File: src/rtl/memshare_rqst_profiler.sv
// memShare arrival-request profiler: per-pattern bank occupancy, sequence count and DRC flags,
// queued for the scheduler. Define MEMSHARE_PROFILE_STAT_EN to add saturating DRC counters.
module memshare_rqst_profiler #(
  parameter int unsigned SHARE_GROUP_SIZE     = 5,
  parameter int unsigned RQST_ADDR_BITWIDTH   = 2,
  parameter int unsigned ARR_RQST_TRACK_DEPTH = 4,
  parameter int unsigned MAX_ALLOC_SEQ_NUM    = 2,
  parameter int unsigned SEQ_W                = $clog2(SHARE_GROUP_SIZE + 1),
  parameter int unsigned OCC_W                = $clog2(ARR_RQST_TRACK_DEPTH + 1)
) (
  input  logic                                           sys_clk,
  input  logic                                           rst,
  input  logic                                           flush,
  input  logic                                           rqst_valid,
  output logic                                           rqst_ready,
  input  logic [SHARE_GROUP_SIZE-1:0]                    rqst_flag,
  input  logic [SHARE_GROUP_SIZE*RQST_ADDR_BITWIDTH-1:0] rqst_addr,
  output logic                                           prof_valid,
  input  logic                                           prof_ready,
  output logic [SHARE_GROUP_SIZE-1:0]                    prof_flag,
  output logic [SHARE_GROUP_SIZE*RQST_ADDR_BITWIDTH-1:0] prof_addr,
  output logic [SEQ_W-1:0]                               prof_seq,
  output logic [2:0]                                     prof_drc,
  output logic [OCC_W-1:0]                               occupancy
`ifdef MEMSHARE_PROFILE_STAT_EN
  ,
  input  logic                                           stat_clr,
  output logic [15:0]                                    stat_drc1_cnt,
  output logic [15:0]                                    stat_drc2_cnt,
  output logic [15:0]                                    stat_drc3_cnt
`endif
);

  localparam int unsigned SG     = SHARE_GROUP_SIZE;
  localparam int unsigned AW     = RQST_ADDR_BITWIDTH;
  localparam int unsigned AD_W   = SG * AW;
  localparam int unsigned NB     = 2 ** AW;
  localparam int unsigned DEPTH  = ARR_RQST_TRACK_DEPTH;
  localparam int unsigned PTR_W  = (DEPTH > 1) ? $clog2(DEPTH) : 1;
  localparam int unsigned STAT_W = 16;

  logic [SEQ_W-1:0] bank_cnt_c [NB];
  logic [SEQ_W-1:0] seq_c;
  logic [2:0]       drc_c;
  logic             push_c, pop_c;

  logic [SG-1:0]    mem_flag_q [DEPTH], mem_flag_d [DEPTH];
  logic [AD_W-1:0]  mem_addr_q [DEPTH], mem_addr_d [DEPTH];
  logic [SEQ_W-1:0] mem_seq_q  [DEPTH], mem_seq_d  [DEPTH];
  logic [2:0]       mem_drc_q  [DEPTH], mem_drc_d  [DEPTH];

  logic [PTR_W-1:0] wr_ptr_q, wr_ptr_d, rd_ptr_q, rd_ptr_d;
  logic [OCC_W-1:0] occ_q, occ_d;
  logic [SEQ_W-1:0] last_seq_q, last_seq_d;
  logic             rqst_ready_q, rqst_ready_d, prof_valid_q, prof_valid_d;
  logic [SG-1:0]    prof_flag_q, prof_flag_d;
  logic [AD_W-1:0]  prof_addr_q, prof_addr_d;
  logic [SEQ_W-1:0] prof_seq_q, prof_seq_d;
  logic [2:0]       prof_drc_q, prof_drc_d;

  // Profile of the incoming pattern: per-bank count of active requestors, max, DRC flags
  always_comb begin
    for (int unsigned b = 0; b < NB; b++) begin
      bank_cnt_c[b] = '0;
      for (int unsigned i = 0; i < SG; i++) begin
        if (rqst_flag[i] && (rqst_addr[i*AW +: AW] == AW'(b))) begin
          bank_cnt_c[b] = bank_cnt_c[b] + SEQ_W'(1);
        end
      end
    end
    seq_c = '0;
    for (int unsigned b = 0; b < NB; b++) begin
      if (bank_cnt_c[b] > seq_c) seq_c = bank_cnt_c[b];
    end
    drc_c[0] = (seq_c > SEQ_W'(1));
    drc_c[1] = (seq_c > SEQ_W'(MAX_ALLOC_SEQ_NUM));
    drc_c[2] = (seq_c > SEQ_W'(1)) && (last_seq_q > SEQ_W'(1));
  end

  // A flush cycle neither pushes nor pops; the pattern presented with it is dropped
  assign push_c = rqst_valid && rqst_ready_q && !flush;
  assign pop_c  = prof_valid_q && prof_ready && !flush;

  always_comb begin
    mem_flag_d = mem_flag_q;
    mem_addr_d = mem_addr_q;
    mem_seq_d  = mem_seq_q;
    mem_drc_d  = mem_drc_q;
    wr_ptr_d   = wr_ptr_q;
    rd_ptr_d   = rd_ptr_q;
    occ_d      = occ_q;
    last_seq_d = last_seq_q;

    if (push_c) begin
      mem_flag_d[wr_ptr_q] = rqst_flag;
      mem_addr_d[wr_ptr_q] = rqst_addr;
      mem_seq_d[wr_ptr_q]  = seq_c;
      mem_drc_d[wr_ptr_q]  = drc_c;
      wr_ptr_d             = wr_ptr_q + PTR_W'(1);
      last_seq_d           = seq_c;
    end
    if (pop_c) rd_ptr_d = rd_ptr_q + PTR_W'(1);

    if (push_c && !pop_c)      occ_d = occ_q + OCC_W'(1);
    else if (pop_c && !push_c) occ_d = occ_q - OCC_W'(1);

    if (flush) begin
      wr_ptr_d   = '0;
      rd_ptr_d   = '0;
      occ_d      = '0;
      last_seq_d = '0;
    end

    // Handshake and head outputs are registered from the next-state view of the FIFO
    rqst_ready_d = (occ_d != OCC_W'(DEPTH));
    prof_valid_d = (occ_d != '0);
    prof_flag_d  = prof_valid_d ? mem_flag_d[rd_ptr_d] : '0;
    prof_addr_d  = prof_valid_d ? mem_addr_d[rd_ptr_d] : '0;
    prof_seq_d   = prof_valid_d ? mem_seq_d[rd_ptr_d]  : '0;
    prof_drc_d   = prof_valid_d ? mem_drc_d[rd_ptr_d]  : '0;
  end

  always_ff @(posedge sys_clk) begin
    if (rst) begin
      mem_flag_q   <= '{default: '0};
      mem_addr_q   <= '{default: '0};
      mem_seq_q    <= '{default: '0};
      mem_drc_q    <= '{default: '0};
      wr_ptr_q     <= '0;
      rd_ptr_q     <= '0;
      occ_q        <= '0;
      last_seq_q   <= '0;
      rqst_ready_q <= 1'b1;
      prof_valid_q <= 1'b0;
      prof_flag_q  <= '0;
      prof_addr_q  <= '0;
      prof_seq_q   <= '0;
      prof_drc_q   <= '0;
    end else begin
      mem_flag_q   <= mem_flag_d;
      mem_addr_q   <= mem_addr_d;
      mem_seq_q    <= mem_seq_d;
      mem_drc_q    <= mem_drc_d;
      wr_ptr_q     <= wr_ptr_d;
      rd_ptr_q     <= rd_ptr_d;
      occ_q        <= occ_d;
      last_seq_q   <= last_seq_d;
      rqst_ready_q <= rqst_ready_d;
      prof_valid_q <= prof_valid_d;
      prof_flag_q  <= prof_flag_d;
      prof_addr_q  <= prof_addr_d;
      prof_seq_q   <= prof_seq_d;
      prof_drc_q   <= prof_drc_d;
    end
  end

  assign rqst_ready = rqst_ready_q;
  assign prof_valid = prof_valid_q;
  assign prof_flag  = prof_flag_q;
  assign prof_addr  = prof_addr_q;
  assign prof_seq   = prof_seq_q;
  assign prof_drc   = prof_drc_q;
  assign occupancy  = occ_q;

`ifdef MEMSHARE_PROFILE_STAT_EN
  logic [STAT_W-1:0] stat_drc1_cnt_q, stat_drc1_cnt_d;
  logic [STAT_W-1:0] stat_drc2_cnt_q, stat_drc2_cnt_d;
  logic [STAT_W-1:0] stat_drc3_cnt_q, stat_drc3_cnt_d;

  function automatic logic [STAT_W-1:0] sat_inc(input logic [STAT_W-1:0] cnt, input logic en);
    return (en && (cnt != '1)) ? cnt + STAT_W'(1) : cnt;
  endfunction

  // Counters survive flush; stat_clr overrides a same-cycle increment
  always_comb begin
    stat_drc1_cnt_d = sat_inc(stat_drc1_cnt_q, push_c && drc_c[0]);
    stat_drc2_cnt_d = sat_inc(stat_drc2_cnt_q, push_c && drc_c[1]);
    stat_drc3_cnt_d = sat_inc(stat_drc3_cnt_q, push_c && drc_c[2]);
    if (stat_clr) begin
      stat_drc1_cnt_d = '0;
      stat_drc2_cnt_d = '0;
      stat_drc3_cnt_d = '0;
    end
  end

  always_ff @(posedge sys_clk) begin
    if (rst) begin
      stat_drc1_cnt_q <= '0;
      stat_drc2_cnt_q <= '0;
      stat_drc3_cnt_q <= '0;
    end else begin
      stat_drc1_cnt_q <= stat_drc1_cnt_d;
      stat_drc2_cnt_q <= stat_drc2_cnt_d;
      stat_drc3_cnt_q <= stat_drc3_cnt_d;
    end
  end

  assign stat_drc1_cnt = stat_drc1_cnt_q;
  assign stat_drc2_cnt = stat_drc2_cnt_q;
  assign stat_drc3_cnt = stat_drc3_cnt_q;
`endif

endmodule

File: config.mk
export PLATFORM = sky130hd
export DESIGN_NAME = memshare_rqst_profiler
export DESIGN_NICKNAME = d
export VERILOG_FILES = /design/src/rtl/memshare_rqst_profiler.sv
export SDC_FILE = /design/constraint.sdc
export NUM_CORES = 1
export LEC_CHECK = 0
export CORE_MARGIN = 1
export CORE_UTILIZATION = 51
export DETAILED_ROUTE_END_ITERATION = 12
export DONT_BUFFER_PORTS = 1
export PLACE_DENSITY = 0.66
export SLEW_MARGIN = 20
export SYNTH_ARGS = -nofsm -noshare
export SYNTH_HDL_FRONTEND = slang
export SYNTH_SLANG_ARGS = --single-unit
File: constraint.sdc
create_clock -name sys_clk -period 10.6 [get_ports sys_clk]
set_input_delay 2.12 -clock sys_clk [delete_from_list [all_inputs] [get_ports sys_clk]]
set_output_delay 2.12 -clock sys_clk [all_outputs]
set_load 0.01 [all_outputs]
==> flow_summary.toml <==
[routing]
viasPerCell = 6.01
wl_per_cell_um = 18.2
vias = 5753
first_pass_iters = 7
wl_um = 17400
ant_nets = 0
drt_iter0_drc = 402
drc = 0

[placed_design]
dp_hpwl_um = 11200
dp_cells = 924
gp_congestion = 0.829
numPortBuffers = 0

[floorplan]
initial_core_util_pct = 52.2
row_count = 40
dieArea_mm2 = 0.0128
core_mm2 = 0.0120
dieHeight_um = 113
chipWidth_um = 113
boundaryPins = 46

[clock_tree]
cts-buffers-inserted = 17
root_buffer = "clkbuf_16"
cts.clk_slew.worst_paths_ps = 50
clk-insertion-delay-late_ps = 420
cts_hold_buf = 0
htreeDepth = 4
cts_setup_buffers = 0
cts_sinks = 116
post_cts_resize_count = 0
clock_path_buffers = 2
cts_tree = "done"

[finish]
diodes = 0
multi_input_area_mm2 = 0.00356
final_net_count = 850
fill_cells = 1123
fin_cells = 957
drive_gt1_share_pct = 6.17
synthToLayoutAreaGrowth_pct = 9.41
regArea_mm2 = 0.00232

[sta]
finalHoldViolCount = 0
clock.fmax_mhz = 110
tns_ps = 0
setup_viol = 0
max_slew_margin_pct = 33.4
grt_setup_unrepaired = "no"
post-route-min-period_ps = 9090
worst_slew_pin_slew_ps = 996
slew_violations = 0
skew_ps = 5.92
timing.final.crit_share_pct = 85.8

[logic_synthesis]
synthCells = 835
synth.avg_cell_area_um2 = 7.52
synth_warnings = 0
ys_async_sr_fraction_pct = 0
synth_seq_area_share_pct = 37.0
synth-main-ff-cell = "dfxtp_1"
ys_top_cells_by_area = "dfxtp_1, nand2_1, a21oi_1"
yosys.area.top_type = "dfxtp_1"
ys_types = 60
synth_nets = 888
synth_seq_cells = 116
yosysTopAreaCellShare_pct = 37.0
synth_edf_count = 0
synth_area_mm2 = 0.00628

[worst_setup_path]
critPathKind = "in -> reg"
cp_max_fo = 11
slowest_stage = "o211ai_1"
worst_ep_required_time_ps = 10910
critical-path-max-stage-delay_ps = 710
worstPathArrival_ps = 9400
path_common_cell = "ha_1"
cp-end-kind = "flip-flop"
worstSetupStartpointType = "input port"

[global_routing]
first_global_vias = 5606
gr-usage-all-layers_pct = 28.3
grt_overflow = 0
grt_max_degree = 88
grt_pass1_wl_um = 27900
antenna_found_initial = 0

[worst_hold_path]
worstHoldPathType = "reg -> reg"

[pwr]
power_density_mw_per_mm2 = 179
leakagePower_nw = 2.60
ir_drop_mv = 0.150

[flow_run]
maxCapViolations = 0

[status]
outcome = "finished, final reports clean"
==> metrics by stage <==
step                cell area [um^2]  hold slack, ps  setup slack [ps]  total power [W]  util [%]
floorplan                       6280             432              2420         0.000626         -
global route                    6870             467               868          0.00127      57.2
global placement                6260             433              1570         0.000645      52.1
CTS                             6850             448              1610          0.00123      57.0
finish                          6870             450              1510          0.00123      57.2
detailed placement              6260             440              1160         0.000654      52.1
==> cells in the mapped netlist, types with 8 or more instances <==
cell      instances
nand2_1         175
dfxtp_1         116
a21oi_1         115
nor2_1           75
clkbuf_1         52
inv_1            38
ha_1             33
o22ai_1          31
nor3_1           22
nand3_1          16
a211oi_1         15
xnor2_1          14
o21ai_0          12
buf_2             9
mux2i_1           8
==> worst paths after layout <==
check,startpoint,endpoint,slack (ps),cells past startpoint
hold reg to reg,mem_flag_q[10],mem_flag_q[10],450,2
hold / removal,mem_flag_q[10],mem_flag_q[10],450,2
setup reg to reg,rqst_ready,prof_drc[2],6900,9
setup / recovery,rqst_flag[0],prof_drc[2],1510,35
==> cells in the final DEF, fill, tap and decap left out, types with 3 or more instances in the layout <==
master and n:
nor2_1 75, xnor2_1 14, o21ai_0 12, clkbuf_16 17, or2_2 3, mux2i_1 8, bufinv_16 3, or3_1 4
clkbuf_1 3, and3_1 4, and2_1 6, dfxtp_1 116, clkinv_2 5, nand4_1 4, a21oi_1 114, nor3_1 22
o22ai_1 31, nand3b_1 3, o211ai_1 7, ha_1 33, nand4b_1 5, nor2b_1 6, xor2_1 7, a31oi_1 3
inv_1 38, o21a_1 5, nand2_1 175, a311oi_1 3, nand3_1 16, buf_4 6, a211oi_1 15
==> state kept, by name, indices dropped and copies added, names as in the netlist, 3 cells and up <==
signal / cells
mem_addr_q: 40
mem_flag_q: 20
mem_drc_q: 12
mem_seq_q: 12
prof_addr: 10
prof_flag: 5
occupancy: 3
prof_drc: 3
prof_seq: 3
==> where the power goes <==
part	switching [W]	total [W]	internal (W)	leakage [nW]
Sequential	0.00000752	0.000455	0.000447	0.938
Combinational	0.000118	0.000193	0.0000748	1.37
Clock	0.000199	0.000578	0.000379	0.290
Total	0.000325	0.00123	0.000901	2.60
==> per-layer routing <==
| metal | part of all wire (%) | GRT usage, % | routed length (um) |
|---|---|---|---|
| met4 | 2.8 | 14.0 | 488 |
| met3 | 5.5 | 7.12 | 960 |
| met1 | 41 | 31.2 | 7150 |
| met2 | 51 | 50.7 | 8780 |
| met5 | 0 | 0 | 0 |
==> worst max-delay path: cells and delay by family <==
family	cells	cell delay (ps)
XOR/XNOR	3	510
adder cells (fa/ha/maj)	5	1210
AO/OA/AOI/OAI	13	3340
multiplexers	1	390
buffers and inverters	4	360
AND/OR/NAND/NOR	9	1490
==> kinds of logic after synthesis <==
kind of cell | share of synthesized area, %
and+or+nand+nor | 24.0
AOI/OAI and AO/OA | 20.1
DFF | 37.0
buffers and inverters | 6.34
adders and majority gates | 6.58
xor gates and xnor gates | 4.67
muxes | 1.28
==> layout make-up <==
type                            count  area share [%]
Clock buffer                       22            6.76
Tap cell                          147            2.68
Timing Repair Buffer                7           0.875
Sequential cell                   116            33.8
Inverter                           38            2.08
Multi-Input combinational cell    617            51.9
Clock inverter                     10            1.90
Power figures use the tool's default switching activity.
